==> config.mk <==
export PLATFORM = sky130hd
export DESIGN_NAME = alu_rs
export DESIGN_NICKNAME = d
export VERILOG_FILES = /design/src/rtl/alu_rs_pkg.sv /design/src/rtl/rs_select.sv /design/src/rtl/alu_rs.sv
export SDC_FILE = /design/constraint.sdc
export NUM_CORES = 2
export LEC_CHECK = 0
export ABC_CLOCK_PERIOD_IN_PS = 5000
export BUFFER_PORTS_ARGS = -buffer_cell sky130_fd_sc_hd__buf_2
export CAP_MARGIN = 30
export CELL_PAD_IN_SITES_DETAIL_PLACEMENT = 2
export CELL_PAD_IN_SITES_GLOBAL_PLACEMENT = 2
export CORE_UTILIZATION = 39
export DETAILED_ROUTE_END_ITERATION = 12
export GPL_TIMING_DRIVEN = 0
export PLACE_DENSITY_LB_ADDON = 0.1
export SYNTH_ARGS = -nofsm -noshare
export SYNTH_HDL_FRONTEND = slang
export SYNTH_SLANG_ARGS = --single-unit
==> constraint.sdc <==
create_clock -name clk_in -period 5 [get_ports clk_in]
set_clock_uncertainty 0.1 [all_clocks]
set_input_delay 0.25 -clock clk_in [delete_from_list [all_inputs] [get_ports clk_in]]
set_output_delay 0.25 -clock clk_in [all_outputs]
set_load 0.01 [all_outputs]
==> src/rtl/alu_rs_pkg.sv <==
// alu_rs_pkg -- shared definitions for the ALU reservation station.
// Provides the operand/opcode/address/ROB-tag types, the entry-count
// constants, TRUE/FALSE, and the CDB tag-lookup helper used by both
// the issue path and the per-entry wakeup path.
package alu_rs_pkg;

  localparam int RS_SIZE_LOG2 = 3;
  localparam int RS_SIZE      = 1 << RS_SIZE_LOG2;

  localparam logic TRUE  = 1'b1;
  localparam logic FALSE = 1'b0;

  typedef logic [31:0]             DATA_TYPE;
  typedef logic [31:0]             ADDR_TYPE;
  typedef logic [3:0]              ROB_INDEX_TYPE;
  typedef logic [RS_SIZE_LOG2-1:0] RS_INDEX_TYPE;

  typedef enum logic [3:0] {
    OP_ADD  = 4'd0,  OP_SUB  = 4'd1,  OP_AND  = 4'd2,  OP_OR   = 4'd3,
    OP_XOR  = 4'd4,  OP_SLL  = 4'd5,  OP_SRL  = 4'd6,  OP_SRA  = 4'd7,
    OP_SLT  = 4'd8,  OP_SLTU = 4'd9,  OP_LUI  = 4'd10, OP_AUIPC = 4'd11,
    OP_JAL  = 4'd12, OP_JALR = 4'd13, OP_BEQ  = 4'd14, OP_BNE  = 4'd15
  } OPENUM_TYPE;

  // Result of looking an operand tag up on the broadcast buses.
  typedef struct packed {
    logic     hit;
    DATA_TYPE val;
  } WAKE_TYPE;

  // The ALU bus wins if both buses carry the same tag (cannot happen with
  // unique ROB tags, but keeps the result deterministic).
  function automatic WAKE_TYPE cdb_lookup(
    input ROB_INDEX_TYPE tag,
    input logic          a_en,
    input ROB_INDEX_TYPE a_tag,
    input DATA_TYPE      a_res,
    input logic          l_en,
    input ROB_INDEX_TYPE l_tag,
    input DATA_TYPE      l_res
  );
    WAKE_TYPE w;
    w.hit = FALSE;
    w.val = '0;
    if (a_en && (a_tag == tag)) begin
      w.hit = TRUE;
      w.val = a_res;
    end else if (l_en && (l_tag == tag)) begin
      w.hit = TRUE;
      w.val = l_res;
    end else begin
      w.hit = FALSE;
    end
    return w;
  endfunction

endpackage

==> src/rtl/rs_select.sv <==
// rs_select -- lowest-index priority encoders for the reservation station.
// Ports:
//   busy        in  per-entry busy bits
//   ready       in  per-entry "busy and both operands ready" bits
//   free_idx    out lowest index with busy=0,  free_found  out any free
//   ready_idx   out lowest index with ready=1, ready_found out any ready
module rs_select
  import alu_rs_pkg::*;
#(
  parameter int IDX_W = 3
) (
  input  logic [(1<<IDX_W)-1:0] busy,
  input  logic [(1<<IDX_W)-1:0] ready,
  output logic [IDX_W-1:0]      free_idx,
  output logic                  free_found,
  output logic [IDX_W-1:0]      ready_idx,
  output logic                  ready_found
);

  localparam int N = 1 << IDX_W;

  // Scan from the top down so the last hit written is the lowest index.
  always_comb begin
    free_idx    = '0;
    free_found  = FALSE;
    ready_idx   = '0;
    ready_found = FALSE;
    for (int i = N - 1; i >= 0; i--) begin
      if (!busy[i]) begin
        free_idx   = IDX_W'(i);
        free_found = TRUE;
      end else begin
        free_found = free_found;
      end
      if (ready[i]) begin
        ready_idx   = IDX_W'(i);
        ready_found = TRUE;
      end else begin
        ready_found = ready_found;
      end
    end
  end

endmodule

==> src/rtl/alu_rs.sv <==
// alu_rs -- ALU reservation station with CDB wakeup and in-order-of-index
// dispatch of one ready entry per cycle.
// Optional feature macro: RS_LSB_CDB_EN adds the lsb_cdb_* load broadcast
// bus as a second wakeup source; without it only alu_cdb_* wakes operands.
// Ports:
//   clk_in, rst_in (async, active-high), rdy_in (0 = freeze), clr_in (flush)
//   issue_*            new instruction plus operand value/tag/busy
//   rs_full            all entries busy (from registered state)
//   alu_cdb_*, lsb_cdb_*  result broadcasts (tag + value)
//   rs_to_alu_*        registered dispatch to the ALU, ready pulses 1 cycle
module alu_rs
  import alu_rs_pkg::*;
#(
  parameter int RS_SIZE_WIDTH = 3
) (
  input  logic          clk_in,
  input  logic          rst_in,
  input  logic          rdy_in,
  input  logic          clr_in,
  input  logic          issue_valid,
  input  OPENUM_TYPE    issue_op,
  input  ROB_INDEX_TYPE issue_rob_index,
  input  ADDR_TYPE      issue_pc,
  input  DATA_TYPE      issue_imm,
  input  logic          issue_rs1_busy,
  input  DATA_TYPE      issue_rs1_val,
  input  ROB_INDEX_TYPE issue_rs1_tag,
  input  logic          issue_rs2_busy,
  input  DATA_TYPE      issue_rs2_val,
  input  ROB_INDEX_TYPE issue_rs2_tag,
  output logic          rs_full,
  input  logic          alu_cdb_ready,
  input  DATA_TYPE      alu_cdb_result,
  input  ROB_INDEX_TYPE alu_cdb_rob_index,
`ifdef RS_LSB_CDB_EN
  input  logic          lsb_cdb_ready,
  input  DATA_TYPE      lsb_cdb_result,
  input  ROB_INDEX_TYPE lsb_cdb_rob_index,
`endif
  output logic          rs_to_alu_ready,
  output OPENUM_TYPE    rs_to_alu_op,
  output DATA_TYPE      rs_to_alu_rs1,
  output DATA_TYPE      rs_to_alu_rs2,
  output ROB_INDEX_TYPE rs_to_alu_rob_index,
  output ADDR_TYPE      rs_to_alu_PC,
  output DATA_TYPE      rs_to_alu_imm
);

  localparam int N = 1 << RS_SIZE_WIDTH;

  // Entry storage: j = operand 1, k = operand 2.
  logic [N-1:0]  busy;
  OPENUM_TYPE    op_r  [N];
  DATA_TYPE      vj    [N];
  DATA_TYPE      vk    [N];
  ROB_INDEX_TYPE qj    [N];
  ROB_INDEX_TYPE qk    [N];
  logic [N-1:0]  rj;
  logic [N-1:0]  rk;
  ROB_INDEX_TYPE rob_r [N];
  ADDR_TYPE      pc_r  [N];
  DATA_TYPE      imm_r [N];

  logic                     lsb_en;
  DATA_TYPE                 lsb_res;
  ROB_INDEX_TYPE            lsb_tag;
  logic [N-1:0]             ready_vec;
  logic [RS_SIZE_WIDTH-1:0] free_idx;
  logic                     free_found;
  logic [RS_SIZE_WIDTH-1:0] sel_idx;
  logic                     sel_found;
  WAKE_TYPE                 wake_j [N];
  WAKE_TYPE                 wake_k [N];
  WAKE_TYPE                 iss_j;
  WAKE_TYPE                 iss_k;

`ifdef RS_LSB_CDB_EN
  assign lsb_en  = lsb_cdb_ready;
  assign lsb_res = lsb_cdb_result;
  assign lsb_tag = lsb_cdb_rob_index;
`else
  assign lsb_en  = FALSE;
  assign lsb_res = '0;
  assign lsb_tag = '0;
`endif

  assign rs_full   = &busy;
  assign ready_vec = busy & rj & rk;

  rs_select #(.IDX_W(RS_SIZE_WIDTH)) u_select (
    .busy        (busy),
    .ready       (ready_vec),
    .free_idx    (free_idx),
    .free_found  (free_found),
    .ready_idx   (sel_idx),
    .ready_found (sel_found)
  );

  // Broadcast lookups for stored tags and for the operands being issued.
  always_comb begin
    for (int i = 0; i < N; i++) begin
      wake_j[i] = cdb_lookup(qj[i], alu_cdb_ready, alu_cdb_rob_index, alu_cdb_result,
                             lsb_en, lsb_tag, lsb_res);
      wake_k[i] = cdb_lookup(qk[i], alu_cdb_ready, alu_cdb_rob_index, alu_cdb_result,
                             lsb_en, lsb_tag, lsb_res);
    end
    iss_j = cdb_lookup(issue_rs1_tag, alu_cdb_ready, alu_cdb_rob_index, alu_cdb_result,
                       lsb_en, lsb_tag, lsb_res);
    iss_k = cdb_lookup(issue_rs2_tag, alu_cdb_ready, alu_cdb_rob_index, alu_cdb_result,
                       lsb_en, lsb_tag, lsb_res);
  end

  // Entry state, wakeup, dispatch and issue. Issue targets a slot that was
  // free in registered state, so it never collides with the dispatched one.
  always_ff @(posedge clk_in or posedge rst_in) begin
    if (rst_in) begin
      busy                <= '0;
      rj                  <= '0;
      rk                  <= '0;
      rs_to_alu_ready     <= 1'b0;
      rs_to_alu_op        <= OP_ADD;
      rs_to_alu_rs1       <= '0;
      rs_to_alu_rs2       <= '0;
      rs_to_alu_rob_index <= '0;
      rs_to_alu_PC        <= '0;
      rs_to_alu_imm       <= '0;
    end else if (!rdy_in) begin
      rs_to_alu_ready <= 1'b0;
    end else if (clr_in) begin
      busy            <= '0;
      rs_to_alu_ready <= 1'b0;
    end else begin
      for (int i = 0; i < N; i++) begin
        if (busy[i] && !rj[i] && wake_j[i].hit) begin
          vj[i] <= wake_j[i].val;
          rj[i] <= 1'b1;
        end
        if (busy[i] && !rk[i] && wake_k[i].hit) begin
          vk[i] <= wake_k[i].val;
          rk[i] <= 1'b1;
        end
      end

      if (sel_found) begin
        rs_to_alu_ready     <= 1'b1;
        rs_to_alu_op        <= op_r[sel_idx];
        rs_to_alu_rs1       <= vj[sel_idx];
        rs_to_alu_rs2       <= vk[sel_idx];
        rs_to_alu_rob_index <= rob_r[sel_idx];
        rs_to_alu_PC        <= pc_r[sel_idx];
        rs_to_alu_imm       <= imm_r[sel_idx];
        busy[sel_idx]       <= 1'b0;
      end else begin
        rs_to_alu_ready <= 1'b0;
      end

      if (issue_valid && !rs_full && free_found) begin
        busy[free_idx]  <= 1'b1;
        op_r[free_idx]  <= issue_op;
        rob_r[free_idx] <= issue_rob_index;
        pc_r[free_idx]  <= issue_pc;
        imm_r[free_idx] <= issue_imm;
        qj[free_idx]    <= issue_rs1_tag;
        qk[free_idx]    <= issue_rs2_tag;
        rj[free_idx]    <= !issue_rs1_busy || iss_j.hit;
        rk[free_idx]    <= !issue_rs2_busy || iss_k.hit;
        vj[free_idx]    <= !issue_rs1_busy ? issue_rs1_val : iss_j.val;
        vk[free_idx]    <= !issue_rs2_busy ? issue_rs2_val : iss_k.val;
      end
    end
  end

endmodule

### After elaboration in Yosys (flattened, before gate mapping)

Memories as Yosys holds them, arrays and structs flattened. A register that Yosys moved wholly into a read port is not among the register bits.
Index checks and enable logic that the tools add are counted.

| cells by class | value |
|---|---|
| add/subtract/negate cells | 0 |
| $mul | 0 |
| div/mod/pow operators | 0 |
| order comparisons | 4 |
| eq/ne operators | 18 |
| shift operators | 0 |
| multiplexer cells | 184 |
| bitwise operators | 6 |
| reduce and logical (&&, ||, !) cells | 96 |

Operators with widths:

| operator | number |
|---|---|
| two-way mux 33 bit | 18 |
| two-way mux 1 bit | 137 |
| equality test 4 bit | 18 |
| logical AND 1 bit | 71 |
| two-way mux 32 bit | 2 |
| two-way mux 8 bit | 7 |
| two-way mux 3 bit | 16 |
| AND 8 bit | 3 |
| logical NOT 1 bit | 20 |
| bitwise mux 8 bit | 2 |
| less-than comparator 3 x 4 -> 1 bit, second input constant | 2 |
| NOT 8 bit | 1 |
| OR 8 bit | 1 |
| AND reduction 8 bit | 1 |
| demux 1 bit (select 3 bit) | 2 |
| greater-or-equal comparator 3 x 1 -> 1 bit, second input constant | 2 |
| AND reduction 3 bit | 1 |
| logical OR 1 bit | 2 |
| AND reduction 2 bit | 1 |
| NOT 1 bit | 1 |

| storage, ports and cells | value |
|---|---|
| register bits | 25 |
| latch bits | 0 |
| bits in writable memories | 1152 |
| bits in read-only memories | 0 |
| input bits | 188 |
| output and inout bits | 138 |
| word-level logic and storage cells | 320 |
| memories kept | 8 |

Memory list:

| name | depth | bits a word | rd ports | clocked after memory_dff | wr ports | RTL line | source |
|---|---|---|---|---|---|---|---|
| imm_r | 8 | 32 | 1 | 1 | 1 | alu_rs.sv:62 | `DATA_TYPE imm_r [N];` |
| pc_r | 8 | 32 | 1 | 1 | 1 | alu_rs.sv:61 | `ADDR_TYPE pc_r [N];` |
| vj | 8 | 32 | 1 | 1 | 9 | alu_rs.sv:54 | `DATA_TYPE vj [N];` |
| vk | 8 | 32 | 1 | 1 | 9 | alu_rs.sv:55 | `DATA_TYPE vk [N];` |
| op_r | 8 | 4 | 1 | 1 | 1 | alu_rs.sv:53 | `OPENUM_TYPE op_r [N];` |
| qj | 8 | 4 | 8 | 0 | 1 | alu_rs.sv:56 | `ROB_INDEX_TYPE qj [N];` |
| 2 more memories | - | - | - | - | - | - |  |

### Logic depth before layout (Yosys ltp)

| logic depth | value |
|---|---|
| depth after elaboration | 22 |
| mapped depth | 10 |
| depth with buffers taken out | 7 |

### Cells and area by module

From an unflattened synthesis, not the netlist that was laid out.

| second synthesis, totals | value |
|---|---|
| cells, all modules | 3385 |
| area total of the unflattened synthesis | 55720.9 µm² |

Modules (own cells, without submodules):

| module | instances | cells each | area an instance (µm²) | sequential area each (µm²) |
|---|---|---|---|---|
| alu_rs | 1 | 3357 | 55560.8 | 38622.0 |
| rs_select | 1 | 28 | 160.2 | 0.0 |

### Worst setup path after synthesis

OpenSTA, ideal clock, no wires.

| path | value |
|---|---|
| path type | input-to-reg |
| start | input port rst_in |
| end | memory vj[5][0] in the netlist's numbering (enable) |
| setup time | 0.470 ns |
| arrival | 7.300 ns |
| required time | 4.430 ns |
| path slack | -2.870 ns |
| stages on the path | 3 |
| path buffers | 0 |
| path through | inv_1 nand2_1 o31ai_1 |

RTL lines:

| item | RTL line | source |
|---|---|---|
| from (decl) | alu_rs.sv:17 | `input logic rst_in,` |
| to (decl) | alu_rs.sv:54 |  |

### Worst setup path after layout

| path | value |
|---|---|
| start | register busy[6] |
| end | memory imm_r[5][25] in the netlist's numbering (enable) |

| between the ends | value |
|---|---|
| cells in the longest elaborated chain, start to end | 13 |
| elaborated cells between the ends (all ways) | 23 |
| classes of those cells | mux (18); reduce/logical (5) |

Ends and longest elaborated chain:

| item | RTL line | source |
|---|---|---|
| from (decl) | alu_rs.sv:52 | `logic [N-1:0] busy;` |
| from (signal assigned) | alu_rs.sv:117 | `busy <= '0;` |
| from (signal assigned) | alu_rs.sv:130 | `busy <= '0;` |
| from (signal, indexed assignment) | alu_rs.sv:152 | `busy[sel_idx] <= 1'b0;` |
| two-way mux 1 bit (7 in series) | rs_select.sv:29 | `if (!busy[i]) begin` |
| logical AND 1 bit | alu_rs.sv:157 | `if (issue_valid && !rs_full && free_found) begin` |
| two-way mux 1 bit | alu_rs.sv:157 |  |
| two-way mux 1 bit | alu_rs.sv:129 | `end else if (clr_in) begin` |
| two-way mux 1 bit | alu_rs.sv:127 | `end else if (!rdy_in) begin` |
| logical AND 1 bit (not written as such) | alu_rs.sv:162 | `imm_r[free_idx] <= issue_imm;` |
| two-way mux 1 bit (not written as such) | alu_rs.sv:162 |  |
| to (decl) | alu_rs.sv:62 |  |

Parallel ways exist; a longest one is shown, timed or not.

==> impl_results.md <==
- Detailed Route Iter0 Violations: 5127
- Largest family of logic cells by synthesized area: compound AO/OA/AOI/OAI gates
- Syn Std Cell Area: 56920 um2
- Layout area overhead: 20.50%
- R2r setup slk: -0.09 ns
- Gate Count Post-Synth: 4361
- Post-synthesis xor/xnor area fraction: 1.108%
- Fillers: 14070
- Simple-Gate Fraction of Synth Area: 8.243%
- Post-route ant nets: 0
- Worst slew margin: 22.79%
- Port bufs: 286
- Min-delay worst type: in2reg
- Die Span X: 384.0 um
- Violated checks: hold timing, setup timing
- Status: finished with violations
- Clock sinks: 1313
- Die height: 384.0 um
- Routability cong.: 0.9419
- DRC viols: 0
- Vias: 45410
- Final wirelength: 266100 um
- Total power: 27.87 mW
- Adder-cell area share of the yosys netlist: 0%
- Final Hold Viols: 1
- CP cell instances: buf_2, nor2b_1, o21ai_1, a21boi_1, o2111ai_1, clkbuf_1, clkbuf_1, inv_6, buf_16
- Total Die Area: 147500 um2
- Final period utilization: 101.7%
- Predominant post-synthesis flop cell: edfxtp_1
- Internal: 20.17 mW
- Crit start category: flop
- Synth cell count leaders: edfxtp_1, nand2_1, o21ai_0
- Reg2reg end: imm_r[5][25]
- Mux contribution to synthesized area: 4.642%
- Worst skew pair latency: 0.81 ns
- Async S/R FF share, synth: 12.26%
- Sequential Power Share: 47.1%
- Worst hold margin: -0.004613 ns
- Ys Warns: 0
- Setup ws final: -0.08683 ns
- Vias in the first global route: 47380
- Syn Nets: 4549
- HPWL after detailed placement: 183800 um
- Drt pass-1 iters: 7
- Logic pwr share: 12.8%
- Initial Utilization: 39.48%
- Setup Slack @ Placement: 0.3417 ns
- Synth cell types: 57
- Synthesis-stage register bit count: 1313
- TritonCTS clock tree: done
- Arr. time, crit path: 5.43 ns
- Fin nets: 5187
- Post-route minimum period: 5.087 ns
- Clock group share of total power: 40.1%
- Crit Path Max Fanout: 53
- Final core utilization: 47.57%
- CP required: 5.35 ns
- Post-synth top area share: 60.77%
- Number of synthesized flops with an enable pin: 1152
- Vias per Instance: 6.448
- Crit path kind: reg2reg
- First-pass GRT wire length: 367300 um
- Bufs on Longest Clock Path: 3
- Fmax: 0.1966 GHz
- Gr ovfl total: 0
- Crit path capture type: flop
- Biggest cell delay along the critical path: 0.88 ns
- Cells on worst reg2reg path: 9
- Slew Viols, Final: 0
- Max cap viols: 0
- Lkg Pwr: 24.13 nW
- Worst vdd ir: 271.2 uV
- Compound-Gate Fraction of Synth Area: 15.01%
- Worst hold endpoint: vk[4][18]
- Initial antenna violation count: 25
- GRT Overall Usage: 35.62%
- FF-to-FF Start: busy[6]
- Wire per inst: 37.79 um
- Avg Cell Area, Syn: 13.05 um2
- Clk slew on worst S/H paths: 0.07 ns
- Switching share of power: 27.64%
- Psw: 7.702 mW
- Cell Rows: 139
- Synth top area cells: edfxtp_1, dfrtp_1, nand2_1, a221oi_1, o21ai_0
- Tightest Pin Transition: 1.158 ns
- Area leader, netlist: edfxtp_1
- Worst Hold Launch: issue_rs2_val[18]
- Critical path's slowest cell: clkbuf_1
- Top cell by count, worst path: clkbuf_1
- CTS Buf Count: 151
- CTS Root Cell: clkbuf_16
- Count leader, synth: edfxtp_1
- Setup-failing EPs final: 37
- Largest net degree at the start of global routing: 69
- RSZ-0062 raised after global routing: false
- Hold path depth: 4
- Io pins: 326
- Pwr dens: 406.3 nW/um2
- Register area share after synthesis: 67.85%
- CORE AREA: 144200 um2
- Layout cells sized above 1: 16.30%
- Post-CTS setup buffers: 0
- Cts repair resizes: 0
- CTS H-Tree Depth: 4
[registers in the layout, summed over array words and instances (netlist names), 32 cells and up]
name,count
imm_r,256
pc_r,256
vj,256
vk,256
op_r,32
qj,32
qk,32
rob_r,32
rs_to_alu_PC,32
rs_to_alu_imm,32
rs_to_alu_rs1,32
rs_to_alu_rs2,32
[critical path, delay by kind of cell, from the launching register on]
kind / cells / cell delay [ns]
compound gates: 3 / 1.24
buf+inv: 5 / 2.68
flops: 1 / 0.36
simple gates: 1 / 0.15
[cell usage in the layout (no fill, tap or decap), types with 26 or more instances in the layout]
cell / instances
a221oi_1: 241
o221a_2: 57
o221ai_1: 79
a22oi_1: 55
buf_2: 344
clkbuf_16: 152
edfxtp_1: 1152
clkinv_1: 26
o211ai_1: 58
xor2_1: 54
a22o_1: 82
o2bb2ai_1: 56
clkbuf_1: 378
buf_1: 32
nor2_1: 190
mux2i_1: 192
mux2_2: 64
dlygate4sd3_1: 99
buf_8: 43
dfrtp_1: 161
nand2_1: 606
o21ai_0: 393
nand3_1: 267
a222oi_1: 57
[power by group through the flow]
stage | clock [mW] | combinational [mW] | sequential (mW)
2_1_floorplan | 0 | 1.46 | 13.3
3_3_place_gp | 0 | 3.23 | 13.3
3_5_place_dp | 0 | 3.44 | 13.3
4_1_cts | 11.2 | 3.54 | 13.1
5_1_grt | 11.6 | 3.78 | 13.2
6_report | 11.2 | 3.57 | 13.1
[layer usage]
metal	wire length (um)	GRT usage, %	up-vias	share of wire [%]
li1	-	-	18280	-
met2	125200	57.19	2337	47
met4	13540	17.93	10	5.1
met1	104100	45.01	24170	39
met5	58	0	-	0.022
met3	23260	8.282	602	8.7
[cell type report]
type | count | area, um2 | share of cell area, %
flip-flops and latches | 1313 | 38620 | 56.31
clock inverters | 74 | 740.7 | 1.080
diodes | 11 | 27.53 | 0.04013
clock buffers | 208 | 4114 | 5.998
multi-input cells | 2599 | 16740 | 24.41
plain buffers | 433 | 1732 | 2.525
well taps | 1903 | 2381 | 3.471
repair buffers | 485 | 4128 | 6.018
inverters | 16 | 103.9 | 0.1514
[cells by family (layout without fill, tap and decap cells)]
group           after synthesis  count (layout)
simple gates               1123            1123
mux                         256             256
xor+xnor                     72              72
flops                      1313            1313
other cells                   0              11
buf+inv                     449            1216
compound gates             1148            1148
[through the flow]
step	hold slack, ns	cell area (um2)	std cells	TNS [ns]
floorplan	0.2489	56920	4361	-44.81
CTS	0.001774	68410	7020	0
global placement	0.3675	60740	6550	-3209.66
detailed placement	0.3752	62580	6641	0
finish	-0.004613	68590	7042	-1.947
global route	0.03022	68570	7034	0
[how the worst max path moves through the flow]
| stage | start | endpoint | slack (ns) | cells past startpoint |
|---|---|---|---|---|
| finish | busy[6] | imm_r[5][25] | -0.09 | 9 |
| global route | busy[2] | pc_r[5][29] | 0.1 | 8 |
| CTS | busy[2] | pc_r[5][29] | 0.30 | 8 |
| detailed placement | busy[2] | pc_r[5][25] | 0.34 | 8 |
| global placement | rst_in | vj[5][4] | -6.79 | 4 |
| floorplan | rst_in | vj[5][0] | -0.70 | 3 |
[what timing repair did]
item                                    CTS  global route
hold buffers                             97             2
endpoints found under the setup margin    0             0
endpoints found under the hold margin   711             8
Power figures use the tool's default switching activity.
